==> src/rtl/music_pkg.sv <==
`default_nettype none
// +--------------------------------------------------------------------------+
// | music_pkg                                                                |
// | Shared constants and types for the keyboard / music-player design:       |
// | mode codes, note code markers, LED constant, controller state type and   |
// | small helpers used by the mode controller and its note sources.          |
// | Revision: 1.0 - initial release                                          |
// +--------------------------------------------------------------------------+
package music_pkg;

  // Mode codes, also shown on mode_state
  localparam logic [1:0] MODE_FREE  = 2'd0;
  localparam logic [1:0] MODE_AUTO  = 2'd1;
  localparam logic [1:0] MODE_LEARN = 2'd2;

  // Note code markers
  localparam logic [3:0] NOTE_REST = 4'h0;
  localparam logic [3:0] NOTE_END  = 4'hF;
  localparam logic [3:0] NOTE_MAX  = 4'd7;

  localparam logic [6:0] LED_OFF = 7'b0;

  // Active states share their encoding with the mode codes so the current
  // mode can be read straight from the state register.
  typedef enum logic [1:0] {
    ST_FREE  = 2'd0,
    ST_AUTO  = 2'd1,
    ST_LEARN = 2'd2,
    ST_MUTE  = 2'd3
  } ctrl_state_t;

  // One source's contribution to the shared buzzer/LED path
  typedef struct packed {
    logic [3:0] note;
    logic [1:0] octave;
    logic [6:0] led;
  } voice_t;

  // Next mode in the FREE -> AUTO -> LEARN -> FREE ring
  function automatic logic [1:0] mode_step_fwd(input logic [1:0] m);
    return (m == MODE_LEARN) ? MODE_FREE : m + 2'd1;
  endfunction

  // Previous mode in the ring
  function automatic logic [1:0] mode_step_back(input logic [1:0] m);
    return (m == MODE_FREE) ? MODE_LEARN : m - 2'd1;
  endfunction

  // Codes 8..14 are not playable; 1..7, rest and the end marker pass
  function automatic logic note_is_muted(input logic [3:0] n);
    return (n > NOTE_MAX) && (n != NOTE_END);
  endfunction

endpackage : music_pkg
`default_nettype wire

==> src/rtl/mode_controller_if.sv <==
`default_nettype none
// +--------------------------------------------------------------------------+
// | mode_controller_if                                                       |
// | Bundle between the mode controller and its surroundings.                 |
// |   mode_next / mode_prev        : mode buttons (levels)                   |
// |   <src>_note/_octave/_led      : note source data (free, auto, learn)    |
// |   en_free / en_auto / en_learn : one-hot source enables                  |
// |   note_to_play, octave_out,    : shared buzzer / LED outputs             |
// |   led_out                                                                |
// |   mode_state, switching        : current mode code, mute gap flag        |
// | master = environment side, slave = controller side.                      |
// | Revision: 1.0 - initial release                                          |
// +--------------------------------------------------------------------------+
interface mode_controller_if;
  import music_pkg::*;

  logic       mode_next;
  logic       mode_prev;

  logic [3:0] free_note;
  logic [3:0] auto_note;
  logic [3:0] learn_note;
  logic [1:0] free_octave;
  logic [1:0] auto_octave;
  logic [1:0] learn_octave;
  logic [6:0] free_led;
  logic [6:0] auto_led;
  logic [6:0] learn_led;

  logic       en_free;
  logic       en_auto;
  logic       en_learn;
  logic [3:0] note_to_play;
  logic [1:0] octave_out;
  logic [6:0] led_out;
  logic [1:0] mode_state;
  logic       switching;

  modport master (
    output mode_next, mode_prev,
    output free_note, auto_note, learn_note,
    output free_octave, auto_octave, learn_octave,
    output free_led, auto_led, learn_led,
    input  en_free, en_auto, en_learn,
    input  note_to_play, octave_out, led_out,
    input  mode_state, switching
  );

  modport slave (
    input  mode_next, mode_prev,
    input  free_note, auto_note, learn_note,
    input  free_octave, auto_octave, learn_octave,
    input  free_led, auto_led, learn_led,
    output en_free, en_auto, en_learn,
    output note_to_play, octave_out, led_out,
    output mode_state, switching
  );

endinterface : mode_controller_if
`default_nettype wire

==> src/rtl/btn_edge.sv <==
`default_nettype none
// +--------------------------------------------------------------------------+
// | btn_edge                                                                 |
// | Rising-edge detector for a button level.                                 |
// |   clk   : system clock                                                   |
// |   reset : synchronous active-high reset                                  |
// |   level : button level                                                   |
// |   pulse : high for the cycle where level is high and was low before      |
// | Revision: 1.0 - initial release                                          |
// +--------------------------------------------------------------------------+
module btn_edge (
  input  logic clk,
  input  logic reset,
  input  logic level,
  output logic pulse
);

  logic level_d;

  // Reset loads the live level so a button held through reset gives no edge
  always_ff @(posedge clk) begin
    if (reset) begin
      level_d <= level;
    end else begin
      level_d <= level;
    end
  end

  assign pulse = level & ~level_d;

endmodule : btn_edge
`default_nettype wire

==> src/rtl/mode_controller.sv <==
`default_nettype none
// +--------------------------------------------------------------------------+
// | mode_controller                                                          |
// | Shares the buzzer / LED output path between the free-play, auto-play     |
// | and learn note sources. Button edges step the mode; every change passes  |
// | through a silent gap of MUTE_CYCLES clocks with all sources disabled.    |
// |   clk, reset : clock, synchronous active-high reset                      |
// |   bus        : mode_controller_if.slave (buttons, source data, enables,  |
// |                shared outputs, mode_state, switching)                    |
// | Revision: 1.0 - initial release                                          |
// +--------------------------------------------------------------------------+
module mode_controller
  import music_pkg::*;
#(
  parameter int MUTE_CYCLES = 100000
) (
  input  logic clk,
  input  logic reset,
  mode_controller_if.slave bus
);

  localparam int CNT_W = $clog2(MUTE_CYCLES + 1);
  localparam logic [CNT_W-1:0] CNT_LAST = CNT_W'(MUTE_CYCLES - 1);

  ctrl_state_t      state;
  logic [1:0]       target;
  logic [CNT_W-1:0] mute_cnt;

  logic             en_free_q;
  logic             en_auto_q;
  logic             en_learn_q;
  logic             switching_q;
  logic [1:0]       mode_q;
  voice_t           voice_q;

  logic             next_pulse;
  logic             prev_pulse;
  logic [1:0]       cur_mode;
  logic [1:0]       dest_mode;
  voice_t           sel_voice;
  voice_t           shaped_voice;

  btn_edge u_next_edge (
    .clk   (clk),
    .reset (reset),
    .level (bus.mode_next),
    .pulse (next_pulse)
  );

  btn_edge u_prev_edge (
    .clk   (clk),
    .reset (reset),
    .level (bus.mode_prev),
    .pulse (prev_pulse)
  );

  // Active state encodings equal the mode codes
  assign cur_mode  = state;
  // mode_next has priority when both buttons rise together
  assign dest_mode = next_pulse ? mode_step_fwd(cur_mode) : mode_step_back(cur_mode);

  // Source select and note filtering
  always_comb begin
    sel_voice = '0;
    case (state)
      ST_FREE:  sel_voice = '{note: bus.free_note,  octave: bus.free_octave,  led: bus.free_led};
      ST_AUTO:  sel_voice = '{note: bus.auto_note,  octave: bus.auto_octave,  led: bus.auto_led};
      ST_LEARN: sel_voice = '{note: bus.learn_note, octave: bus.learn_octave, led: bus.learn_led};
      default:  sel_voice = '0;
    endcase

    shaped_voice = sel_voice;
    if (note_is_muted(sel_voice.note)) begin
      shaped_voice.note = NOTE_REST;
      shaped_voice.led  = LED_OFF;
    end
  end

  always_ff @(posedge clk) begin
    if (reset) begin
      state       <= ST_FREE;
      target      <= MODE_FREE;
      mute_cnt    <= '0;
      en_free_q   <= 1'b1;
      en_auto_q   <= 1'b0;
      en_learn_q  <= 1'b0;
      switching_q <= 1'b0;
      mode_q      <= MODE_FREE;
      voice_q     <= '0;
    end else begin
      case (state)
        ST_MUTE: begin
          // Outputs stay silent for the whole gap, including the entry
          // cycle of the new mode; new data follows one cycle later.
          voice_q <= '0;
          if (mute_cnt == CNT_LAST) begin
            state       <= ctrl_state_t'(target);
            en_free_q   <= (target == MODE_FREE);
            en_auto_q   <= (target == MODE_AUTO);
            en_learn_q  <= (target == MODE_LEARN);
            switching_q <= 1'b0;
            mode_q      <= target;
          end else begin
            mute_cnt <= mute_cnt + CNT_W'(1);
          end
        end

        default: begin
          if (next_pulse || prev_pulse) begin
            state       <= ST_MUTE;
            target      <= dest_mode;
            mute_cnt    <= '0;
            en_free_q   <= 1'b0;
            en_auto_q   <= 1'b0;
            en_learn_q  <= 1'b0;
            switching_q <= 1'b1;
            mode_q      <= dest_mode;
            voice_q     <= '0;
          end else begin
            voice_q <= shaped_voice;
          end
        end
      endcase
    end
  end

  assign bus.en_free      = en_free_q;
  assign bus.en_auto      = en_auto_q;
  assign bus.en_learn     = en_learn_q;
  assign bus.switching    = switching_q;
  assign bus.mode_state   = mode_q;
  assign bus.note_to_play = voice_q.note;
  assign bus.octave_out   = voice_q.octave;
  assign bus.led_out      = voice_q.led;

endmodule : mode_controller
`default_nettype wire

==> src/flat_wrapper.sv <==
// flat-port wrapper written by rule: the top's interface ports become plain ports
module mode_controller_flat import music_pkg::*;
#(
  parameter int MUTE_CYCLES = 100000
)
  (clk, reset, bus_mode_next, bus_mode_prev, bus_free_note, bus_auto_note, bus_learn_note, bus_free_octave, bus_auto_octave, bus_learn_octave, bus_free_led, bus_auto_led, bus_learn_led, bus_en_free, bus_en_auto, bus_en_learn, bus_note_to_play, bus_octave_out, bus_led_out, bus_mode_state, bus_switching);
  mode_controller_if bus_i ();
  input  logic clk;
  input  logic reset;
  input wire logic [$bits(bus_i.mode_next)-1:0] bus_mode_next;
  input wire logic [$bits(bus_i.mode_prev)-1:0] bus_mode_prev;
  input wire logic [$bits(bus_i.free_note)-1:0] bus_free_note;
  input wire logic [$bits(bus_i.auto_note)-1:0] bus_auto_note;
  input wire logic [$bits(bus_i.learn_note)-1:0] bus_learn_note;
  input wire logic [$bits(bus_i.free_octave)-1:0] bus_free_octave;
  input wire logic [$bits(bus_i.auto_octave)-1:0] bus_auto_octave;
  input wire logic [$bits(bus_i.learn_octave)-1:0] bus_learn_octave;
  input wire logic [$bits(bus_i.free_led)-1:0] bus_free_led;
  input wire logic [$bits(bus_i.auto_led)-1:0] bus_auto_led;
  input wire logic [$bits(bus_i.learn_led)-1:0] bus_learn_led;
  output wire logic [$bits(bus_i.en_free)-1:0] bus_en_free;
  output wire logic [$bits(bus_i.en_auto)-1:0] bus_en_auto;
  output wire logic [$bits(bus_i.en_learn)-1:0] bus_en_learn;
  output wire logic [$bits(bus_i.note_to_play)-1:0] bus_note_to_play;
  output wire logic [$bits(bus_i.octave_out)-1:0] bus_octave_out;
  output wire logic [$bits(bus_i.led_out)-1:0] bus_led_out;
  output wire logic [$bits(bus_i.mode_state)-1:0] bus_mode_state;
  output wire logic [$bits(bus_i.switching)-1:0] bus_switching;
  assign bus_i.mode_next = bus_mode_next;
  assign bus_i.mode_prev = bus_mode_prev;
  assign bus_i.free_note = bus_free_note;
  assign bus_i.auto_note = bus_auto_note;
  assign bus_i.learn_note = bus_learn_note;
  assign bus_i.free_octave = bus_free_octave;
  assign bus_i.auto_octave = bus_auto_octave;
  assign bus_i.learn_octave = bus_learn_octave;
  assign bus_i.free_led = bus_free_led;
  assign bus_i.auto_led = bus_auto_led;
  assign bus_i.learn_led = bus_learn_led;
  assign bus_en_free = bus_i.en_free;
  assign bus_en_auto = bus_i.en_auto;
  assign bus_en_learn = bus_i.en_learn;
  assign bus_note_to_play = bus_i.note_to_play;
  assign bus_octave_out = bus_i.octave_out;
  assign bus_led_out = bus_i.led_out;
  assign bus_mode_state = bus_i.mode_state;
  assign bus_switching = bus_i.switching;
  mode_controller #(.MUTE_CYCLES(MUTE_CYCLES)) u_core (.clk(clk), .reset(reset), .bus(bus_i));
endmodule
==> config.mk <==
export PLATFORM = sky130hd
export DESIGN_NAME = mode_controller_flat
export DESIGN_NICKNAME = d
export VERILOG_FILES = /design/src/rtl/music_pkg.sv /design/src/rtl/mode_controller_if.sv /design/src/rtl/btn_edge.sv /design/src/rtl/mode_controller.sv /design/src/flat_wrapper.sv
export SDC_FILE = /design/constraint.sdc
export NUM_CORES = 1
export LEC_CHECK = 0
export BUFFER_PORTS_ARGS = -buffer_cell sky130_fd_sc_hd__buf_2
export CAP_MARGIN = 30
export CELL_PAD_IN_SITES_DETAIL_PLACEMENT = 1
export CELL_PAD_IN_SITES_GLOBAL_PLACEMENT = 1
export CORE_MARGIN = 5
export CORE_UTILIZATION = 34
export DETAILED_ROUTE_END_ITERATION = 10
export GPL_TIMING_DRIVEN = 0
export PLACE_DENSITY_LB_ADDON = 0.1
export SETUP_SLACK_MARGIN = 0.05
export SYNTH_ARGS = -nofsm -noshare
export SYNTH_HDL_FRONTEND = slang
export SYNTH_SLANG_ARGS = --single-unit
==> constraint.sdc <==
create_clock -name clk -period 1.8 [get_ports clk]
set_input_delay 0.36 -clock clk [delete_from_list [all_inputs] [get_ports clk]]
set_output_delay 0.36 -clock clk [all_outputs]
set_load 0.1 [all_outputs]
==> results_tabular.tex <==
\begin{tabular}{lr}
\hline
Metric & Value \\
\hline
\multicolumn{2}{l}{\textbf{Clock network}} \\
CTS tree & built \\
Worst-path clk slew & about 80 ps \\
Number of buffers on the longest clock path & 2 \\
Clk\_lat worst skew & $\sim$300 ps \\
Clock sink count & 42 \\
CTS buffer count & 5 \\
Root Buffer Master & sky130\_fd\_sc\_hd\_\_clkbuf\_8 \\
Count of H-tree levels built during CTS & 2 \\
\multicolumn{2}{l}{\textbf{Timing}} \\
F\_max & between 500 and 600 MHz \\
Post-route clock period utilization & 106.7\% \\
Max-Slew Margin vs Limit & between 60\% and 70\% \\
Number of setup violations in the final report & 14 \\
Clock Skew & around 5.7 ps \\
Unrepaired setup endpoints after global routing & true \\
Hold Fails Final Rpt & 0 \\
Final worst setup slack & -121.4 ps \\
Final total negative setup slack & -902.9 ps \\
Post-layout min period & 1921 ps \\
Final number of max-transition violations & 0 \\
Slew @ Worst Pin & 499.8 ps \\
\multicolumn{2}{l}{\textbf{Cells and area}} \\
Final nets & approximately 370 \\
Non-filler cells, final & 390 \\
Most common cell after layout, fill and taps aside & sky130\_fd\_sc\_hd\_\_buf\_2 \\
Commonest non-fill, non-tap cells in the layout & 61 x sky130\_fd\_sc\_hd\_\_buf\_2, 36 x sky130\_fd\_sc\_hd\_\_dfxtp\_1, 17 x sky130\_fd\_sc\_hd\_\_buf\_4 \\
Final Core Density & 47.77\% \\
Share of post-route cells with drive strength above 1 & 40.63\% \\
Area growth, synth to finish & 35.68\% \\
Antenna diode count & 0 \\
\multicolumn{2}{l}{\textbf{Placement}} \\
Port Buf Inserts & 60 \\
Final weighted congestion in routability-driven placement & a little under 0.8 \\
Sum of net half-perimeters after detailed placement & slightly above 5000 µm \\
Total instance count after detailed placement & 366 \\
\multicolumn{2}{l}{\textbf{Yosys}} \\
Post-synthesis net count & between 200 and 300 \\
Number of flip-flops and latches in the synthesized netlist & between 40 and 50 \\
Gate count of the mapped netlist & between 200 and 250 \\
Mean post-synth cell area & around 9.1 µm² \\
Register area share after synthesis & between 40\% and 50\% \\
Post-synth EDFFs & 0 \\
Area of the mapped netlist & between 2000 and 2500 µm² \\
Synth cell types & 48 \\
Dominant synthesized flop cell & sky130\_fd\_sc\_hd\_\_dfxtp\_1 \\
Ys Warns & 0 \\
FFs w/ async S/R, synth & 0\% \\
\multicolumn{2}{l}{\textbf{Outcome}} \\
Run status & finished with violations \\
Violated checks & negative setup slack \\
\multicolumn{2}{l}{\textbf{Worst setup path}} \\
Critical-path maximum fanout & 10 \\
Worst reg-to-reg path cell count & 5 \\
Setup slack of the most critical reg-to-reg path & -120 ps \\
Setup CP Type & flop to flop \\
Worst Path Required & between 2000 and 2500 ps \\
RR Startpoint & u\_core.cur\_mode[0]\$\_SDFFE\_PP0P\_ \\
Reg-to-Reg End & u\_core.mute\_cnt[13]\$\_SDFFE\_PP0P\_ \\
Category of the worst setup path capture point & flop \\
Signal arrival time at the worst endpoint & between 2000 and 2500 ps \\
Setup crit start kind & flop \\
\multicolumn{2}{l}{\textbf{Routing}} \\
Initial DRC Count & 130 \\
Total detailed-routing wirelength & a little over 7000 µm \\
Avg Vias per Cell & approximately 5.6 \\
Detailed-route DRC error count & 0 \\
Via total after detailed routing & 2171 \\
Wirelength per Cell & around 18 µm \\
Count of antenna-violating nets left after detailed routing & 0 \\
Detailed-routing iteration count for the pre-antenna-repair pass & 8 \\
\multicolumn{2}{l}{\textbf{Global route}} \\
Largest net degree at the start of global routing & 14 \\
First-pass GRT wire length & between 10000 and 15000 µm \\
Aggregate global-route resource usage & a little under a fifth \\
Initial antenna violation count & 0 \\
Via count of the first global-routing pass & about 2200 \\
Remaining global-route overflow & 0 \\
\multicolumn{2}{l}{\textbf{Floorplan}} \\
Floorplan Core Area & approximately 6000 µm² \\
Number of placement rows & 28 \\
Vertical die dimension & 88.54 µm \\
Total die area & roughly 7800 µm² \\
Ports & 62 \\
Die boundary width & around 90 µm \\
Initial core utilization & 35.21\% \\
\multicolumn{2}{l}{\textbf{Min path}} \\
Startpoint of the lowest-slack hold path & bus\_mode\_prev \\
Hold path depth & 1 \\
Endpoint of the worst hold path & u\_core.u\_prev\_edge.level\_d\$\_DFF\_P\_ \\
Path category of the worst min-delay check & primary input to flop \\
\multicolumn{2}{l}{\textbf{Pwr}} \\
Pwr Density & just under 800 nW/µm² \\
Leakage component of the power & about 1.1 nW \\
Highest ir drop seen on vdd & approximately 0.00044 V \\
\multicolumn{2}{l}{\textbf{Job}} \\
Number of max-cap violations & 0 \\
\hline
\end{tabular}
synthesized netlist by cell type, drive strengths merged (3+ instances only):
library cell / instances / area [µm²]
a21oi: 10 / 53.80
o211ai: 4 / 30.03
nor4: 4 / 25.02
o31ai: 4 / 30.03
nand2: 16 / 60.06
mux2i: 11 / 110.1
nor2: 22 / 82.58
dfxtp: 42 / 840.8
a211oi: 10 / 75.07
inv: 9 / 33.78
ha: 9 / 112.6
clkbuf: 9 / 33.78
nand4: 3 / 25.02
or3: 7 / 46.29
a222oi: 13 / 130.1
or4: 4 / 30.03
buf: 3 / 27.52
o21ai: 3 / 15.01
nand3: 15 / 75.07
nor3: 4 / 25.02
critical path: stages (launching register included):
cell and delay (ps):
sky130_fd_sc_hd__dfxtp_4 410, sky130_fd_sc_hd__ha_2 290, sky130_fd_sc_hd__inv_2 140, sky130_fd_sc_hd__a31o_2 300
sky130_fd_sc_hd__or4_1 470, sky130_fd_sc_hd__a211oi_1 220
per-layer routing:
| layer | track usage (%) | share of wire, % | vias to the layer above |
|---|---|---|---|
| met1 | 22.58 | 43 | 1051 |
| met3 | 3.445 | 4.4 | 10 |
| met4 | 7.418 | 1.8 | 0 |
| met5 | 0 | 0 | - |
| li1 | - | - | 1057 |
| met2 | 31.48 | 50 | 53 |
timing repair:
item	in CTS	in global routing
gates cloned	1	0
gates resized for setup	27	22
pin swaps	6	11
hold buffers	0	0
setup endpoints to repair	37	29
buffers inserted	10	7
worst max-delay path by stage:
stage	from	end	slack, ps	cells after the start
after floorplan	u_core.cur_mode[0]$_SDFFE_PP0P_	u_core.bus.led_out[0]$_SDFF_PP0_	50	7
after global placement	u_core.cur_mode[0]$_SDFFE_PP0P_	u_core.bus.en_auto$_SDFFE_PP0P_	-360	6
after detailed placement	u_core.cur_mode[1]$_SDFFE_PP0P_	u_core.bus.led_out[3]$_SDFF_PP0_	-310	7
after CTS	u_core.cur_mode[1]$_SDFFE_PP0P_	u_core.mute_cnt[13]$_SDFFE_PP0P_	-80	5
after global routing	u_core.cur_mode[0]$_SDFFE_PP0P_	u_core.bus.led_out[4]$_SDFF_PP0_	-260	7
final	u_core.cur_mode[0]$_SDFFE_PP0P_	u_core.mute_cnt[13]$_SDFFE_PP0P_	-120	5
state kept, by name, summed over array words and instances (netlist names), 2 cells and up:
| signal | cells |
|---|---|
| u_core.target | 2 |
| u_core.mute_cnt | 17 |
| u_core.cur_mode | 2 |
| u_core.bus.octave_out | 2 |
| u_core.bus.note_to_play | 4 |
| u_core.bus.led_out | 7 |
| u_core.bus.mode_state | 2 |
through the flow:
step | worst slack (ps) | total power [mW] | hold WS, ps | cell area, µm²
after floorplan | 50.30 | 1.391 | 387.7 | 2102
after global placement | -363.1 | 1.528 | 444.7 | 2496
after detailed placement | -305.4 | 1.532 | 454.5 | 2496
after CTS | -79.25 | 2.254 | 178.1 | 2765
after global routing | -261.4 | 2.367 | 179.6 | 2845
final | -121.4 | 2.259 | 190.2 | 2845
logic make-up after synthesis:
| logic type | share of synthesized area (%) |
|---|---|
| flip-flops | 40.10 |
| buffers and inverters | 5.131 |
| multiplexers | 5.251 |
| AO/OA/AOI/OAI | 20.82 |
| adder cells (fa/ha/maj) | 5.370 |
| AND/OR/NAND/NOR | 23.33 |
area by class of cell:
class / count / area (µm²)
buffer: 13 / 107.6
clock buffer: 6 / 82.58
clock inverter: 2 / 12.51
fill: 722 / 3110
inverter: 10 / 45.04
multi-input combinational: 166 / 1230
sequential: 42 / 853.3
tap: 75 / 93.84
timing repair buffer: 76 / 420.4
power by group:
part	switching (mW)	leakage [nW]	internal [mW]
combinational	0.418	0.756	0.203
sequential	0.0247	0.345	0.968
clock	0.337	0.0472	0.309
total	0.779	1.15	1.48
Power figures use the tool's default switching activity.
